[config.mk]
export PLATFORM = sky130hd
export DESIGN_NAME = mantissa_normalizer_left
export DESIGN_NICKNAME = d
export VERILOG_FILES = /design/src/rtl/fp16_pkg.sv /design/src/rtl/mantissa_normalizer_left_lshift_stage.sv /design/src/rtl/mux_2to1.sv /design/src/rtl/mantissa_normalizer_left.sv
export SDC_FILE = /design/constraint.sdc
export NUM_CORES = 1
export LEC_CHECK = 0
export CORE_UTILIZATION = 57
export DETAILED_ROUTE_END_ITERATION = 8
export PLACE_DENSITY = 0.81
export SYNTH_ARGS = -nofsm -noshare
export SYNTH_HDL_FRONTEND = slang
export SYNTH_HIERARCHICAL = 1
export SYNTH_SLANG_ARGS = --single-unit
export TNS_END_PERCENT = 20
[constraint.sdc]
create_clock -name clk -period 5.4 [get_ports clk]
set_input_delay 0.54 -clock clk [delete_from_list [all_inputs] [get_ports clk]]
set_output_delay 0.54 -clock clk [all_outputs]
set_load 0.02 [all_outputs]
[src/rtl/fp16_pkg.sv]
// rtl/fp16_pkg.sv - shared widths, FSM encoding and step amounts for the fp16 datapath
package fp16_pkg;

  localparam int MANT_W  = 11;
  localparam int EXP_W   = 5;
  localparam int SHIFT_W = 4;

  typedef enum logic [1:0] {
    ST_IDLE  = 2'd0,
    ST_SHIFT = 2'd1,
    ST_DONE  = 2'd2
  } norm_state_t;

  localparam logic [SHIFT_W-1:0] K_STEP0 = 4'd8;
  localparam logic [SHIFT_W-1:0] K_STEP1 = 4'd4;
  localparam logic [SHIFT_W-1:0] K_STEP2 = 4'd2;
  localparam logic [SHIFT_W-1:0] K_STEP3 = 4'd1;

  function automatic logic [SHIFT_W-1:0] step_k(input logic [1:0] idx);
    case (idx)
      2'd0:    step_k = K_STEP0;
      2'd1:    step_k = K_STEP1;
      2'd2:    step_k = K_STEP2;
      default: step_k = K_STEP3;
    endcase
  endfunction

endpackage

[src/rtl/mantissa_normalizer_left_lshift_stage.sv]
// rtl/mantissa_normalizer_left_lshift_stage.sv - one conditional left-shift-by-k step
module lshift_stage #(
  parameter int MANT_W  = 11,
  parameter int EXP_W   = 5,
  parameter int SHIFT_W = 4
) (
  input  logic [MANT_W-1:0]  mant_in,
  input  logic [EXP_W-1:0]   exp_in,
  input  logic [SHIFT_W-1:0] k,
  output logic [MANT_W-1:0]  mant_out,
  output logic [EXP_W-1:0]   exp_out,
  output logic               taken
);

  logic               top_zero;
  logic [MANT_W-1:0]  mant_sh;
  logic [EXP_W-1:0]   exp_dec;

  always_comb begin
    top_zero = 1'b1;
    for (int i = 0; i < MANT_W; i++) begin
      if ((i >= MANT_W - int'(k)) && mant_in[i]) top_zero = 1'b0;
    end
  end

  assign mant_sh = mant_in << k;
  assign exp_dec = exp_in - EXP_W'(k);
  // The exponent guard keeps the result denormal instead of wrapping below zero.
  assign taken   = top_zero && (exp_in >= EXP_W'(k));

  for (genvar b = 0; b < MANT_W; b++) begin : g_mant_mux
    mux_2to1 u_mux (.d0(mant_in[b]), .d1(mant_sh[b]), .sel(taken), .y(mant_out[b]));
  end

  for (genvar b = 0; b < EXP_W; b++) begin : g_exp_mux
    mux_2to1 u_mux (.d0(exp_in[b]), .d1(exp_dec[b]), .sel(taken), .y(exp_out[b]));
  end

endmodule

[src/rtl/mux_2to1.sv]
// rtl/mux_2to1.sv - single-bit 2:1 mux cell
module mux_2to1 (
  input  logic d0,
  input  logic d1,
  input  logic sel,
  output logic y
);

  assign y = sel ? d1 : d0;

endmodule

[src/rtl/mantissa_normalizer_left.sv]
// rtl/mantissa_normalizer_left.sv - multi-cycle left normaliser with exponent-limited shift
module mantissa_normalizer_left import fp16_pkg::*; #(
  parameter int MANT_W  = fp16_pkg::MANT_W,
  parameter int EXP_W   = fp16_pkg::EXP_W,
  parameter int SHIFT_W = fp16_pkg::SHIFT_W
) (
  input  logic               clk,
  input  logic               reset,
  input  logic               in_valid,
  output logic               in_ready,
  input  logic [MANT_W-1:0]  in_mant,
  input  logic [EXP_W-1:0]   in_exp,
  output logic               out_valid,
  input  logic               out_ready,
  output logic [MANT_W-1:0]  out_mant,
  output logic [EXP_W-1:0]   out_exp,
  output logic [SHIFT_W-1:0] out_shift,
  output logic               out_zero
);

  norm_state_t        state;
  logic [1:0]         step;
  logic [MANT_W-1:0]  mant_r;
  logic [EXP_W-1:0]   exp_r;
  logic [SHIFT_W-1:0] acc;
  logic               zero_r;

  logic [SHIFT_W-1:0] k;
  logic [MANT_W-1:0]  st_mant;
  logic [EXP_W-1:0]   st_exp;
  logic               st_taken;
  logic               do_shift;
  logic [MANT_W-1:0]  nxt_mant;
  logic [EXP_W-1:0]   nxt_exp;
  logic [SHIFT_W-1:0] nxt_acc;

  assign k = SHIFT_W'(step_k(step));

  lshift_stage #(.MANT_W(MANT_W), .EXP_W(EXP_W), .SHIFT_W(SHIFT_W)) u_stage (
    .mant_in (mant_r),
    .exp_in  (exp_r),
    .k       (k),
    .mant_out(st_mant),
    .exp_out (st_exp),
    .taken   (st_taken)
  );

  // A zero mantissa still walks all four steps so latency stays constant.
  always_comb begin
    do_shift = st_taken && !zero_r;
    nxt_mant = do_shift ? st_mant : mant_r;
    nxt_exp  = do_shift ? st_exp : exp_r;
    nxt_acc  = do_shift ? acc + k : acc;
  end

  always_ff @(posedge clk or posedge reset) begin
    if (reset) begin
      state     <= ST_IDLE;
      step      <= 2'd0;
      mant_r    <= '0;
      exp_r     <= '0;
      acc       <= '0;
      zero_r    <= 1'b0;
      in_ready  <= 1'b1;
      out_valid <= 1'b0;
      out_mant  <= '0;
      out_exp   <= '0;
      out_shift <= '0;
      out_zero  <= 1'b0;
    end else begin
      case (state)
        ST_IDLE: begin
          if (in_valid && in_ready) begin
            mant_r   <= in_mant;
            exp_r    <= in_exp;
            acc      <= '0;
            zero_r   <= (in_mant == '0);
            step     <= 2'd0;
            in_ready <= 1'b0;
            state    <= ST_SHIFT;
          end
        end
        ST_SHIFT: begin
          mant_r <= nxt_mant;
          exp_r  <= nxt_exp;
          acc    <= nxt_acc;
          if (step == 2'd3) begin
            out_mant  <= nxt_mant;
            out_exp   <= zero_r ? '0 : nxt_exp;
            out_shift <= nxt_acc;
            out_zero  <= zero_r;
            out_valid <= 1'b1;
            state     <= ST_DONE;
          end else begin
            step <= step + 2'd1;
          end
        end
        ST_DONE: begin
          if (out_ready) begin
            out_valid <= 1'b0;
            in_ready  <= 1'b1;
            state     <= ST_IDLE;
          end
        end
        default: state <= ST_IDLE;
      endcase
    end
  end

endmodule

==> results of run 1 <==
==> final timing paths <==
kind / to / slack (ps)
max: acc[3] / 800
min: out_zero / 480
max reg2reg: acc[3] / 800
min reg2reg: out_zero / 480
max in group asynchronous: mant_r[10] / 4010
min in group asynchronous: acc[1] / 780
==> state kept, by name (all words and copies together) (netlist names) <==
signal / count
out_shift: 4
exp_r: 5
zero_r: 1
out_valid: 1
acc: 4
state: 2
mant_r: 11
step: 2
in_ready: 1
out_exp: 5
out_zero: 1
out_mant: 11
==> where the power goes <==
part / internal (µW) / switching, µW
Combinational: 1030 / 1150
Sequential: 510 / 187
Clock: 105 / 128
Total: 1650 / 1460
==> routing by layer <==
metal,vias up,share of wire,track usage
li1,1460,-,-
met4,0,0.027,0.112
met2,145,0.48,0.469
met1,1480,0.44,0.348
met3,20,0.057,0.0385
met5,-,0,0
==> cell usage after synthesis (3+ instances only) <==
cell type  number  share of area
a21oi_1        16          0.022
a222oi_1       15          0.041
a31oi_1         5         0.0085
buf_2           7         0.0096
buf_4           3         0.0061
buf_6           8          0.025
clkbuf_1        4         0.0041
dfrtp_1        47           0.32
ha_1           19          0.065
inv_1          38          0.039
mux2_2          5          0.015
mux2_4         17          0.070
mux2i_1        31          0.085
nand2_1        36          0.037
nand2b_1        4         0.0068
nand3_1         7         0.0096
nand3b_1        5          0.010
nor2_1         15          0.015
nor2b_1         3         0.0051
nor3_1          8          0.011
o211ai_1        3         0.0061
o21ai_0        30          0.041
o22ai_1         5         0.0085
o31ai_1         5          0.010
xor2_1          3         0.0072
==> layout by cell type, fill, tap and decap left out, types with 3 or more instances in the layout <==
cell type	count
xor2_1	3
o211ai_1	3
o21ai_0	30
mux2_4	17
buf_4	6
a31oi_1	5
nand2_1	36
nand3_1	7
nand2b_1	4
a21oi_1	16
clkdlybuf4s50_1	42
o22ai_1	5
ha_1	19
nor2_1	15
a222oi_1	15
nor3_1	8
nand3b_1	5
nor2b_1	3
inv_1	37
clkbuf_8	6
mux2_2	5
o31ai_1	5
mux2i_1	31
dfrtp_1	47
==> per-stage QoR <==
| step | hold slack (ps) | area, µm² | utilization |
|---|---|---|---|
| 2_1_floorplan | 448 | 3660 | - |
| 3_3_place_gp | 461 | 4060 | 0.669 |
| 3_5_place_dp | 471 | 4060 | 0.669 |
| 4_1_cts | 488 | 4150 | 0.685 |
| 5_1_grt | 514 | 4150 | 0.685 |
| 6_report | 484 | 4150 | 0.685 |
==> critical path, delay by kind of cell (launching register included) <==
kind	cells	cell delay (ps)
adder cells (fa/ha/maj)	3	1490
AND/OR/NAND/NOR	6	1840
flip-flops	1	450
multiplexers	1	170
buffers and inverters	3	570
==> area by class of cell <==
cell class	instances	area (µm²)
clock buffers	7	86.3
clock inverters	1	8.76
fillers	479	1910
inverters	39	146
multi-input cells	274	2150
flip-flops and latches	48	1200
well taps	75	93.8
repair buffers	48	465
==> logic make-up after synthesis <==
group | Yosys count
xor+xnor | 5
buf+inv | 62
simple gates | 98
fa+ha+maj | 21
flops | 48
compound gates | 97
mux | 53
==> flow_metrics.py, run 1 <==
metrics = {
    "synth": {
        "ys_ff_latch": 48,
        "yosys.area_share.xor_xnor": 0.0120,
        "synth_edf_count": 0,
        "synth_nets": 425,
        "synth_area_per_cell_um2": 9.54,
        "synth_compound_area_frac": 0.179,
        "yosys.area_share.simple": 0.149,
        "async_flop_share": 1.00,
        "syn_area_um2": 3660,
        "synth_mux_area_frac": 0.170,
        "netlist_instances": 384,
        "ys_warn_count": 6,
        "yosysSeqAreaShare": 0.328,
        "synth_top_family_by_area": "compound AO/OA/AOI/OAI gates",
        "yosys.area_share.adder": 0.0758,
        "synth_cell_types": 58,
        "ys.flop_type": "dfrtp_1",
    },
    "placed_design": {
        "place.gp.congestion": 1.00,
        "place_ws_ps": 849,
        "port_buffers": 42,
        "dp_cells": 484,
        "hpwl_mm": 6.42,
    },
    "grt": {
        "grt_pass1_wl_mm": 14.0,
        "groute.usage.overall": 0.275,
        "grt_pass1_vias": 2925,
        "antenna_found_initial": 0,
        "grt_start_max_net_pins": 49,
        "grt_overflow": 0,
    },
    "setup_path": {
        "crit_required_ps": 5640,
        "endpoint_kind": "flip-flop",
        "start_kind": "flip-flop",
        "slowest_stage": "ha_1",
        "max_stage_delay_ps": 590,
        "crit_fanout": 18,
        "arrival_ps": 4840,
        "path_cells": "inv_1 -> ha_1 -> ha_1 -> inv_1 -> ha_1 -> or4_1 -> nand3_1 -> and4bb_2 -> nor2b_4 -> nor3b_4 -> buf_4 -> and3_1 -> mux2i_1",
        "path_common_cell": "ha_1",
        "r2r_start": "step[0]",
        "ff2ff_path_depth": 13,
        "crit_path_start": "step[0]",
        "worstSetupPathType": "flip-flop to flip-flop",
    },
    "detailed_routing": {
        "final_antenna_net_count": 0,
        "drt_iter0_drc": 288,
        "dr_total_vias": 3105,
        "drcViolationCount": 0,
        "totalWireLength_mm": 8.85,
        "drt_first_pass_iters": 5,
        "via_per_inst": 6.31,
        "detail_route.wl_per_cell_um": 18.0,
    },
    "job": {
        "max_cap_viol_count": 0,
    },
    "power": {
        "total_power_uw": 3110,
        "powerDensity_nw_per_um2": 749,
        "p_leak_uw": 0.00188,
        "peakVddDrop_v": 0.000454,
    },
    "min_path": {
        "hold_class": "flip-flop to flip-flop",
        "min_path_cells": 2,
        "min_from": "out_zero",
    },
    "sta": {
        "clock_skew_ps": 7.67,
        "fin_setup_tns_ps": 0,
        "rsz0062_at_grt": "no",
        "slew-limit-headroom": 0.341,
        "final.period_utilization": 0.852,
        "maxSlewViolCount": 0,
        "hold_violations": 0,
        "fin_crit_ps": 4600,
        "setup_ws_ps": 798,
        "worst_pin_slew_ps": 987,
        "fmax_mhz": 217,
        "setup_viol": 0,
    },
    "clock_tree": {
        "ctsResizeCount": 0,
        "numCtsBuffers": 5,
        "clockBufferDepth": 2,
        "clock-sinks": 48,
        "clk_pin_slew_ps": 90,
        "cts_tree": "built",
        "cts_hold_buf": 0,
        "cts_root_buffer": "clkbuf_8",
        "insertion_delay_ps": 300,
        "h-tree-depth": 2,
        "post_cts_buffers": 0,
    },
    "finish": {
        "drive_above_1_share": 0.113,
        "area_growth_pct": 13.3,
        "final_nets": 457,
        "instances_no_fill": 492,
        "antenna_cells": 0,
    },
    "die": {
        "die_h_um": 82.2,
        "dieArea_um2": 6750,
        "core_area_um2": 6060,
        "pin_count": 43,
        "initial_core_util": 0.604,
        "placementRows": 28,
        "dieWidth_um": 82.2,
    },
    "run_status": {
        "status": "finished clean",
    },
}
(Power assumes the default switching activity.)
==> run 2: changes to the inputs <==
--- a/config.mk
+++ b/config.mk
@@ -6,8 +6,10 @@
 export NUM_CORES = 1
 export LEC_CHECK = 0
 export CORE_UTILIZATION = 57
+export CTS_BUF_LIST = sky130_fd_sc_hd__clkbuf_4 sky130_fd_sc_hd__clkbuf_8 sky130_fd_sc_hd__clkbuf_16
 export DETAILED_ROUTE_END_ITERATION = 8
 export PLACE_DENSITY = 0.81
+export SLEW_MARGIN = 15
 export SYNTH_ARGS = -nofsm -noshare
 export SYNTH_HDL_FRONTEND = slang
 export SYNTH_HIERARCHICAL = 1
==> flow_metrics.py, run 2 (synthesis gave the netlist of run 1 again) <==
metrics = {
    "setup_path": {
        "start_kind": "flip-flop",
        "crit_fanout": 18,
        "endpoint_kind": "flip-flop",
        "r2r_start": "step[0]",
        "crit_required_ps": 5640,
        "reg2reg_slack_ps": 750,
        "worstSetupPathType": "flip-flop to flip-flop",
        "ff2ff_path_depth": 13,
        "arrival_ps": 4890,
        "r2r_end": "acc[3]",
    },
    "die": {
        "placementRows": 28,
        "initial_core_util": 0.604,
        "core_area_um2": 6060,
        "dieWidth_um": 82.2,
        "dieArea_um2": 6750,
        "pin_count": 43,
        "die_h_um": 82.2,
    },
    "finish": {
        "final_cell_mix": "dfrtp_1 (47), clkdlybuf4s50_1 (42), inv_1 (37)",
        "fillers": 479,
        "antenna_cells": 0,
        "area_growth_pct": 13.4,
        "largestRegisters": "mant_r x11, out_mant x11",
        "drive_above_1_share": 0.115,
        "final_nets": 457,
        "final_common_cell": "dfrtp_1",
        "instances_no_fill": 492,
    },
    "sta": {
        "slew-limit-headroom": 0.333,
        "whs_ps": 483,
        "rsz0062_at_grt": "no",
        "clock_skew_ps": 7.14,
        "fin_setup_tns_ps": 0,
        "final.period_utilization": 0.861,
        "setup_viol": 0,
        "fin_crit_ps": 4650,
        "fmax_mhz": 215,
        "hold_violations": 0,
        "maxSlewViolCount": 0,
        "worst_pin_slew_ps": 999,
    },
    "grt": {
        "met2_usage": 0.471,
        "grt_pass1_vias": 2924,
        "grt_overflow": 0,
        "grt_pass1_wl_mm": 14.0,
        "globalRoute.busiestLayer": "met2",
        "antenna_found_initial": 0,
        "use_met1": 0.348,
        "met3_usage": 0.0385,
        "groute.usage.overall": 0.275,
        "grt_start_max_net_pins": 49,
    },
    "detailed_routing": {
        "detail_route.wl_per_cell_um": 18.2,
        "via_per_inst": 6.32,
        "final_antenna_net_count": 0,
        "drt_first_pass_iters": 6,
        "drt_iter0_drc": 269,
        "drcViolationCount": 0,
        "totalWireLength_mm": 8.94,
        "dr_total_vias": 3108,
    },
    "placed_design": {
        "port_buffers": 42,
        "hpwl_mm": 6.42,
        "place.gp.congestion": 1.00,
        "dp_cells": 484,
    },
    "clock_tree": {
        "cts_hold_buf": 0,
        "numCtsBuffers": 5,
        "cts_tree": "built",
        "clock-sinks": 48,
        "clk_pin_slew_ps": 90,
        "cts_root_buffer": "clkbuf_8",
        "ctsResizeCount": 0,
        "clockBufferDepth": 2,
        "insertion_delay_ps": 300,
        "h-tree-depth": 2,
        "post_cts_buffers": 0,
    },
    "run_status": {
        "status": "finished clean",
    },
    "power": {
        "powerDensity_nw_per_um2": 750,
        "p_leak_uw": 0.00188,
        "peakVddDrop_v": 0.000455,
    },
    "min_path": {
        "min_path_cells": 1,
        "hold_class": "flip-flop to flip-flop",
        "min_to": "acc[3]",
        "min_from": "acc[3]",
    },
    "job": {
        "max_cap_viol_count": 0,
    },
}
-- run 2: cell types whose count changed in the layout (fill, tap and decap cells not counted) --
cell	change
clkbuf_4	+1
clkbuf_1	-1
-- run 2: through the flow --
stage	instance area (µm²)	setup slack [ps]	util	power, µW
after floorplan	3660	1210	-	2370
after detailed placement	4060	849	0.669	2840
after CTS	4150	831	0.685	3090
after global routing	4150	498	0.685	3330
final	4150	748	0.685	3120
after global placement	4060	969	0.669	2800
-- run 2: metal layers --
layer	part of all wire	routed length, µm	up-vias
met3	0.064	571	30
li1	-	-	1461
met1	0.44	3900	1474
met2	0.47	4200	143
met5	0	0	-
met4	0.030	266	0
-- run 2: cell type report --
class,count,area [µm²],share of cell area
timing repair buffer,48,465,0.112
clock buffer,7,90.1,0.0217
multi-input combinational,274,2150,0.517
tap,75,93.8,0.0226
inverter,39,146,0.0352
clock inverter,1,8.76,0.00211
sequential,48,1200,0.289
-- run 2: where the power goes --
part	internal, µW	switching, µW
clock network	110	127
logic	1030	1150
registers	510	189
total	1650	1470
-- run 2: how the worst max path moves through the flow --
stage	from	end	slack (ps)	cells after the start
global placement	step[0]	acc[3]	970	13
floorplan	step[0]	acc[3]	1210	14
detailed placement	step[0]	acc[3]	850	13
global route	step[0]	acc[3]	500	13
CTS	step[0]	acc[3]	830	13
finish	step[0]	acc[3]	750	13
-- run 2: worst max-delay path: stages (launching register included) --
cell and delay (ps):
dfrtp_1 450, inv_1 110, ha_1 570, ha_1 600, inv_1 200, ha_1 340
or4_1 520, nand3_1 90, and4bb_2 500, nor2b_4 230, nor3b_4 320, buf_4 270
and3_1 200, mux2i_1 180
